$ cat config.mk
export PLATFORM = sky130hd
export DESIGN_NAME = uart_rx
export DESIGN_NICKNAME = d
export VERILOG_FILES = /design/src/rtl/uart_pkg.sv /design/src/rtl/uart_rx_sync.sv /design/src/rtl/uart_rx.sv
export SDC_FILE = /design/constraint.sdc
export NUM_CORES = 1
export LEC_CHECK = 0
export BUFFER_PORTS_ARGS = -buffer_cell sky130_fd_sc_hd__buf_2
export CORE_UTILIZATION = 61
export CTS_BUF_LIST = sky130_fd_sc_hd__clkbuf_4
export CTS_CLUSTER_DIAMETER = 120
export DETAILED_ROUTE_END_ITERATION = 7
export PLACE_DENSITY = 0.82
export SKIP_LAST_GASP = 1
export SLEW_MARGIN = 10
export SYNTH_ARGS = -nofsm -noshare
export SYNTH_HDL_FRONTEND = slang
export SYNTH_SLANG_ARGS = --single-unit
$ cat constraint.sdc
create_clock -name clk -period 2.77 [get_ports clk]
set_clock_uncertainty 0.15 [all_clocks]
set_input_delay 0.1385 -clock clk [delete_from_list [all_inputs] [get_ports clk]]
set_output_delay 0.1385 -clock clk [all_outputs]
set_load 0.01 [all_outputs]
$ cat src/rtl/uart_pkg.sv
// rtl/uart_pkg.sv - shared UART state encodings, configuration codes and width mapping
package uart_pkg;

  typedef enum logic [2:0] {
    S_IDLE   = 3'd0,
    S_START  = 3'd1,
    S_DATA   = 3'd2,
    S_PARITY = 3'd3,
    S_STOP   = 3'd4
  } rx_state_t;

  localparam logic [1:0] CFG_8B = 2'b00;
  localparam logic [1:0] CFG_7B = 2'b01;
  localparam logic [1:0] CFG_6B = 2'b11;
  localparam logic [1:0] CFG_5B = 2'b10;

  // Same mapping the transmitter uses, so both ends agree on frame length.
  function automatic logic [3:0] cfg_to_bits(input logic [1:0] cfg);
    case (cfg)
      CFG_8B:  return 4'd8;
      CFG_7B:  return 4'd7;
      CFG_6B:  return 4'd6;
      default: return 4'd5;
    endcase
  endfunction

endpackage

$ cat src/rtl/uart_rx_sync.sv
// rtl/uart_rx_sync.sv - 2-FF synchroniser for rx with registered previous value and falling-edge flag
module uart_rx_sync (
  input  logic clk,
  input  logic reset,
  input  logic rx,
  output logic rx_s,
  output logic fall
);

  logic rx_meta;
  logic rx_prev;

  // All flops reset to the idle-high line level so reset never fakes a start edge.
  always_ff @(posedge clk) begin
    if (reset) begin
      rx_meta <= 1'b1;
      rx_s    <= 1'b1;
      rx_prev <= 1'b1;
    end else begin
      rx_meta <= rx;
      rx_s    <= rx_meta;
      rx_prev <= rx_s;
    end
  end

  assign fall = rx_prev & ~rx_s;

endmodule

$ cat src/rtl/uart_rx.sv
// rtl/uart_rx.sv - oversampling UART receiver, 5-8 data bits; UART_RX_PARITY_EN adds even parity
module uart_rx
  import uart_pkg::*;
#(
  parameter int OVERSAMPLE = 16
) (
  input  logic       clk,
  input  logic       reset,
  input  logic       sample_tick,
  input  logic       rx,
  input  logic [1:0] configuration,
  output logic [7:0] data,
  output logic       valid,
  output logic       framing_error,
  output logic       parity_error,
  output logic       busy
);

  localparam int TW = $clog2(OVERSAMPLE);
  localparam logic [TW-1:0] T_LAST = TW'(OVERSAMPLE - 1);
  localparam logic [TW-1:0] T_MID  = TW'(OVERSAMPLE / 2 - 1);

  logic rx_s;
  logic fall;

  uart_rx_sync u_sync (
    .clk   (clk),
    .reset (reset),
    .rx    (rx),
    .rx_s  (rx_s),
    .fall  (fall)
  );

  rx_state_t     state, state_n;
  logic [TW-1:0] tcnt, tcnt_n;
  logic [2:0]    bcnt, bcnt_n;
  logic [7:0]    sreg, sreg_n;
  logic [3:0]    n_bits, n_bits_n;
  logic [7:0]    data_n;
  logic          valid_n;
  logic          ferr_n;
  logic          busy_n;
  logic [2:0]    last_bit;
  logic [7:0]    word;
  logic          bit_end;

`ifdef UART_RX_PARITY_EN
  logic par_bit, par_n;
  logic perr_n;
`endif

  assign last_bit = 3'(n_bits - 4'd1);
  // Bits enter at the top, so an n-bit frame sits in sreg[7:8-n]; shifting down right-aligns and zero-fills.
  assign word     = sreg >> (4'd8 - n_bits);
  assign bit_end  = sample_tick && (tcnt == T_LAST);

  always_comb begin
    state_n  = state;
    tcnt_n   = tcnt;
    bcnt_n   = bcnt;
    sreg_n   = sreg;
    n_bits_n = n_bits;
    data_n   = data;
    valid_n  = 1'b0;
    ferr_n   = 1'b0;
`ifdef UART_RX_PARITY_EN
    par_n    = par_bit;
    perr_n   = 1'b0;
`endif
    case (state)
      S_IDLE: begin
        if (fall) begin
          n_bits_n = cfg_to_bits(configuration);
          tcnt_n   = '0;
          state_n  = S_START;
        end
      end
      S_START: begin
        if (sample_tick) begin
          if (tcnt == T_MID) begin
            if (!rx_s) begin
              tcnt_n  = '0;
              bcnt_n  = '0;
              state_n = S_DATA;
            end else begin
              state_n = S_IDLE;
            end
          end else begin
            tcnt_n = tcnt + 1'b1;
          end
        end
      end
      S_DATA: begin
        if (bit_end) begin
          sreg_n = {rx_s, sreg[7:1]};
          bcnt_n = bcnt + 1'b1;
          tcnt_n = '0;
          if (bcnt == last_bit) begin
`ifdef UART_RX_PARITY_EN
            state_n = S_PARITY;
`else
            state_n = S_STOP;
`endif
          end
        end else if (sample_tick) begin
          tcnt_n = tcnt + 1'b1;
        end
      end
`ifdef UART_RX_PARITY_EN
      S_PARITY: begin
        if (bit_end) begin
          par_n   = rx_s;
          tcnt_n  = '0;
          state_n = S_STOP;
        end else if (sample_tick) begin
          tcnt_n = tcnt + 1'b1;
        end
      end
`endif
      S_STOP: begin
        if (bit_end) begin
          tcnt_n  = '0;
          state_n = S_IDLE;
          data_n  = word;
          if (rx_s) begin
            valid_n = 1'b1;
`ifdef UART_RX_PARITY_EN
            perr_n  = (par_bit != ^word);
`endif
          end else begin
            ferr_n = 1'b1;
          end
        end else if (sample_tick) begin
          tcnt_n = tcnt + 1'b1;
        end
      end
      default: state_n = S_IDLE;
    endcase
    busy_n = (state_n != S_IDLE);
  end

  always_ff @(posedge clk) begin
    if (reset) begin
      state         <= S_IDLE;
      tcnt          <= '0;
      bcnt          <= '0;
      sreg          <= '0;
      n_bits        <= 4'd8;
      data          <= '0;
      valid         <= 1'b0;
      framing_error <= 1'b0;
      busy          <= 1'b0;
    end else begin
      state         <= state_n;
      tcnt          <= tcnt_n;
      bcnt          <= bcnt_n;
      sreg          <= sreg_n;
      n_bits        <= n_bits_n;
      data          <= data_n;
      valid         <= valid_n;
      framing_error <= ferr_n;
      busy          <= busy_n;
    end
  end

`ifdef UART_RX_PARITY_EN
  always_ff @(posedge clk) begin
    if (reset) begin
      par_bit      <= 1'b0;
      parity_error <= 1'b0;
    end else begin
      par_bit      <= par_n;
      parity_error <= perr_n;
    end
  end
`else
  assign parity_error = 1'b0;
`endif

endmodule

# --- Word-level counts from Yosys, hierarchy flattened ---
# Cells that the tools add are included.
# W data, S select, Z words.
totals:
  ff_bits: 36
  in_bits: 6
  output_inout_bits: 12
op_classes:
  add_sub_neg: 4
  n_eq_ne: 15
  shifts: 1
  n_mux: 23
  bitwise_logic: 4
  n_reduce_logical: 13
ops:
  columns: ["operator", "count"]
  rows:
  - ["$mux W3", 10]
  - ["$mux W4", 6]
  - ["$pmux W4 S3", 2]
  - ["$pmux W3 S4", 1]
  - ["$ne A2 B2 Y1 const B", 5]
  - ["$reduce_and A5 Y1", 2]
  - ["$shr A8 B4 Y8", 1]
  - ["$pmux W3 S2", 1]
  - ["$reduce_and A2 Y1", 3]
  - ["$reduce_bool A3 Y1", 2]
  - ["$add A4 B1 Y4 const B", 1]
  - ["$eq A4 B3 Y1 const B", 1]
  - ["$eq A4 B4 Y1 const B", 1]
  - ["$sub A4 B4 Y4 const A", 1]
  - ["$add A3 B1 Y3 const B", 1]
  - ["$eq A3 B1 Y1 const B", 1]
  - ["$eq A3 B2 Y1 const B", 1]
  - ["$eq A3 B3 Y1", 1]
  - ["$eq A3 B3 Y1 const B", 1]
  - ["$logic_not A3 Y1", 1]
  - ["$ne A3 B1 Y1 const B", 1]
  - ["$ne A3 B3 Y1 const B", 1]
  - ["$not A1 Y1", 3]
  - ["$reduce_or A3 Y1", 1]
  - ["other kinds (10)", 11]

# --- Logic depth before layout (Yosys ltp) ---
depth:
  word_depth: 6
  depth_mapped: 8
  depth_no_buf: 7

# --- Hierarchy ---
# From an unflattened synthesis, not the netlist that was laid out.
hier_totals:
  cells_unflattened: 203
  area_unflattened_um2: 1848.0
by_module_without_submodules:
  columns: ["module", "n_inst", "cells_per_inst", "area_each_um2", "seq_area_each_um2"]
  rows:
  - ["uart_rx", 1, 196, 1762.9, 660.6]
  - ["uart_rx_sync", 1, 7, 85.1, 60.1]

# --- Worst setup path after synthesis ---
# OpenSTA, ideal clock, no wires.
synth_path:
  path_kind: "register -> register"
  start: "reg n_bits[0]"
  end: "reg state[1]"
  setup_time_ns: 0.129
  arrival_time_ns: 1.753
  required_ns: 2.491
  slack_ns: 0.738
  path_stages_with_launch: 9
  period_less_slack_ns: 2.032
  cell_sequence: "dfxtp_1 > buf_2 > inv_2 > ha_1 > buf_2 > xnor2_1 > nor4_1 > o32a_1 > nor3_1"
synth_between:
  elab_chain_cells: 5
synth_rtl:
  columns: ["item", "line", "text"]
  rows:
  - ["from (decl)", "uart_rx.sv:38", "logic [3:0] n_bits, n_bits_n;"]
  - ["from (signal assigned)", "uart_rx.sv:158", "n_bits <= n_bits_n;"]
  - ["$sub A3 B1 Y3", "uart_rx.sv:52", "assign last_bit = 3'(n_bits - 4'd1);"]
  - ["$eq A3 B3 Y1", "uart_rx.sv:98", "if (bcnt == last_bit) begin"]
  - ["$mux W3", "uart_rx.sv:98", null]
  - ["$mux W3", "uart_rx.sv:94", "if (bit_end) begin"]
  - ["$pmux W3 S4", "uart_rx.sv:70", "case (state)"]
  - ["to (signal assigned)", "uart_rx.sv:154", "state <= state_n;"]
  - ["to (decl)", "uart_rx.sv:34", "rx_state_t state, state_n;"]
# Every way passes these cells.
# A chain may end at the register's enable or synchronous reset.

# --- Worst setup path in the final report ---
# Same ends and word-level chain as after synthesis.

==> results.py <==
metrics = {
    "global_routing": {
        "grtUsageTotal": 0.232,
        "grt_pass1_wl_um": 5970,
        "antenna_found_initial": 0,
        "first_global_vias": 1344,
        "grt_max_degree": 30,
        "overflow": 0,
    },
    "synthesis": {
        "synth-main-ff-cell": "dfxtp_1",
        "syn-cell-area_um2": 1920,
        "synth-xor-area-share": 0.0411,
        "ys_types": 50,
        "synthMuxAreaShare": 0.133,
        "syn_inst": 209,
        "synth_compound_area_frac": 0.117,
        "syn_nets": 224,
        "synth.avg_cell_area_um2": 9.17,
        "synth_top_area_frac": 0.376,
        "synthAdderAreaFrac": 0.0588,
        "yosysMostFrequentCell": "dfxtp_1",
        "postSynth.asyncResetShare": 0,
        "synthTopCellsByArea": "dfxtp_1 38%, mux2i_1 11%, ha_1 5.9%",
        "yosysTopAreaCell": "dfxtp_1",
        "synth_top_family_by_area": "simple AND/OR/NAND/NOR gates",
        "yosysSeqAreaShare": 0.376,
        "synth-simple-area-share": 0.231,
        "synth_edf_count": 0,
        "synth_seq_cells": 36,
        "synth_common_cells": "36 x dfxtp_1, 29 x nor2_1, 21 x mux2i_1, 13 x nand2_1, 9 x ha_1",
        "synth_warnings": 0,
    },
    "clock_network": {
        "cts_buffers": 5,
        "cts_max_level": 2,
        "cts_setup_buffers": 0,
        "cts.sinks": 36,
        "tritoncts": "built",
        "clk_latency_ns": 0.34,
        "cts.reportedPaths.clkPinSlew_ns": 0.10,
        "cts.path.max_buffers": 2,
        "cts_root_buffer": "clkbuf_4",
    },
    "timing": {
        "finalCritPeriodShare": 0.848,
        "finalCriticalPeriod_ns": 2.35,
        "slew_headroom": 0.589,
        "rsz0062_at_grt": "no",
        "worst_pin_slew_ns": 0.614,
        "hold_viol": 0,
        "max_freq_ghz": 0.426,
        "fin_setup_tns_ns": 0,
        "finalMaxSlewViolations": 0,
        "final-setup-viol-count": 0,
    },
    "status": {
        "status": "complete, but fails checks",
        "violations": "design-rule violations",
    },
    "cells_and_area": {
        "syn2layout_area_growth_pct": 7.84,
        "fill_cells": 234,
        "fin_util": 0.718,
        "finalNetCount": 238,
        "drive_gt1_frac": 0.170,
        "antenna_cells": 0,
    },
    "routing": {
        "drcViolationCount": 3,
        "wl_per_cell_um": 13.3,
        "drtIter0Drc": 53,
        "viasPerCell": 5.67,
        "dr.pass1.iters": 6,
        "num_vias": 1507,
        "final_antenna_net_count": 0,
        "drt_wl_total_um": 3540,
    },
    "setup_path": {
        "startpoint_type": "register",
        "r2r_slack_ns": 0.42,
        "crit_type": "register to register",
        "critPathMaxFanout": 11,
        "end_kind": "register",
        "startpoint": "n_bits[0]",
        "crit_arrival_ns": 2.41,
        "reg2reg_depth": 6,
        "worstReg2RegEnd": "state[1]",
        "cp.required_ns": 2.83,
        "r2r-start": "n_bits[0]",
        "critPathCapture": "state[1]",
    },
    "floorplanning": {
        "row_count": 19,
        "die_x_um": 58.0,
        "die-area_um2": 3370,
        "io_pins": 18,
        "design.core.area_um2": 2880,
        "die_h_um": 58.0,
        "start_util": 0.666,
    },
    "placed_design": {
        "io_buffers": 16,
        "gp_congestion": 0.856,
        "hpwl_um": 2590,
    },
    "run": {
        "drv_cap": 0,
    },
    "power": {
        "finalPower_mw": 0.884,
        "p_leak_nw": 0.893,
        "power_density_nw_per_um2": 428,
        "vdd_drop_max_uv": 314,
    },
    "worst_hold_path": {
        "hold_path.class": "input port to register",
        "whs_path_depth": 2,
    },
}
[kinds of logic after synthesis]
family | count (synthesis)
AOI/OAI and AO/OA | 33
xor gates and xnor gates | 9
adders and majority gates | 9
buffers and inverters | 17
DFF | 36
muxes | 24
other | 1
and+or+nand+nor | 80
[cell type report]
type                    instances  area, um^2  share of cell area
well taps                      42        52.6              0.0254
clock inverters                 1        3.75             0.00182
repair buffers                 18        97.6              0.0472
clock buffers                   7        52.6              0.0254
inverters                       6        22.5              0.0109
flip-flops and latches         36         721               0.349
multi-input cells             156        1120               0.540
[cell usage in the layout, fill, tap and decap left out, types with 2 or more instances in the layout]
cell	count
buf_2	16
nand3b_1	2
nor3b_2	2
a22o_1	2
xnor2_1	7
nor2b_1	4
mux2_2	2
nor2_1	29
and3_1	2
o21ai_0	8
o211ai_1	2
mux2i_1	21
or2_2	3
clkbuf_4	7
inv_1	5
nand4_1	2
xor2_1	2
nand2_1	13
nor3b_1	3
a21oi_1	7
o32a_1	2
nor3_1	5
dfxtp_1	36
ha_1	9
nand2b_1	6
[registers in the layout (all words and copies together), names as in the netlist]
register        flops
sreg                8
busy                1
u_sync.rx_s         1
u_sync.rx_prev      1
n_bits              4
tcnt                4
valid               1
state               3
bcnt                3
data                8
framing_error       1
u_sync.rx_meta      1
[power breakdown]
part | switching (mW) | total, mW | internal (mW)
sequential | 0.00796 | 0.531 | 0.523
combinational | 0.0417 | 0.0730 | 0.0313
clock | 0.162 | 0.279 | 0.117
total | 0.212 | 0.884 | 0.672
[worst min-delay path by stage]
| stage | start | endpoint | slack [ns] |
|---|---|---|---|
| 6_report | reset | sreg[0] | 0.09 |
| 5_1_grt | reset | sreg[7] | 0.11 |
| 2_1_floorplan | rx | u_sync.rx_meta | 0.09 |
| 3_5_place_dp | rx | u_sync.rx_meta | 0.17 |
| 4_1_cts | reset | sreg[0] | 0.09 |
| 3_3_place_gp | rx | u_sync.rx_meta | 0.17 |
[per-stage QoR]
| stage | instance area, um^2 | hold WS (ns) | instances | worst slack (ns) |
|---|---|---|---|---|
| after global placement | 2000 | 0.175 | 257 | 0.563 |
| after CTS | 2070 | 0.0863 | 266 | 0.433 |
| after global routing | 2070 | 0.115 | 266 | 0.211 |
| final | 2070 | 0.0859 | 266 | 0.421 |
| after detailed placement | 2000 | 0.173 | 257 | 0.438 |
| after floorplan | 1920 | 0.0923 | 209 | 0.738 |
[metal layers]
| metal | track usage | wire length (um) | vias to the layer above |
|---|---|---|---|
| met5 | 0 | 0 | - |
| met3 | 0.0580 | 171 | 9 |
| met1 | 0.323 | 1740 | 698 |
| met2 | 0.338 | 1550 | 44 |
| met4 | 0.109 | 74 | 0 |
| li1 | - | - | 756 |
[what timing repair did]
| action | 4_1_cts | 5_1_grt |
|---|---|---|
| gates resized for setup | 0 | 0 |
| hold endpoints to repair | 1 | 0 |
| hold buffers | 1 | 0 |
[critical path, cell delays in order, from the launching register on]
cell and delay [ns]:
dfxtp_1 0.55, inv_2 0.16, ha_1 0.61, xnor2_1 0.14
nor4_1 0.36, o32a_1 0.22, nor3_1 0.05
No activity file was read; power rests on OpenSTA's default activity.
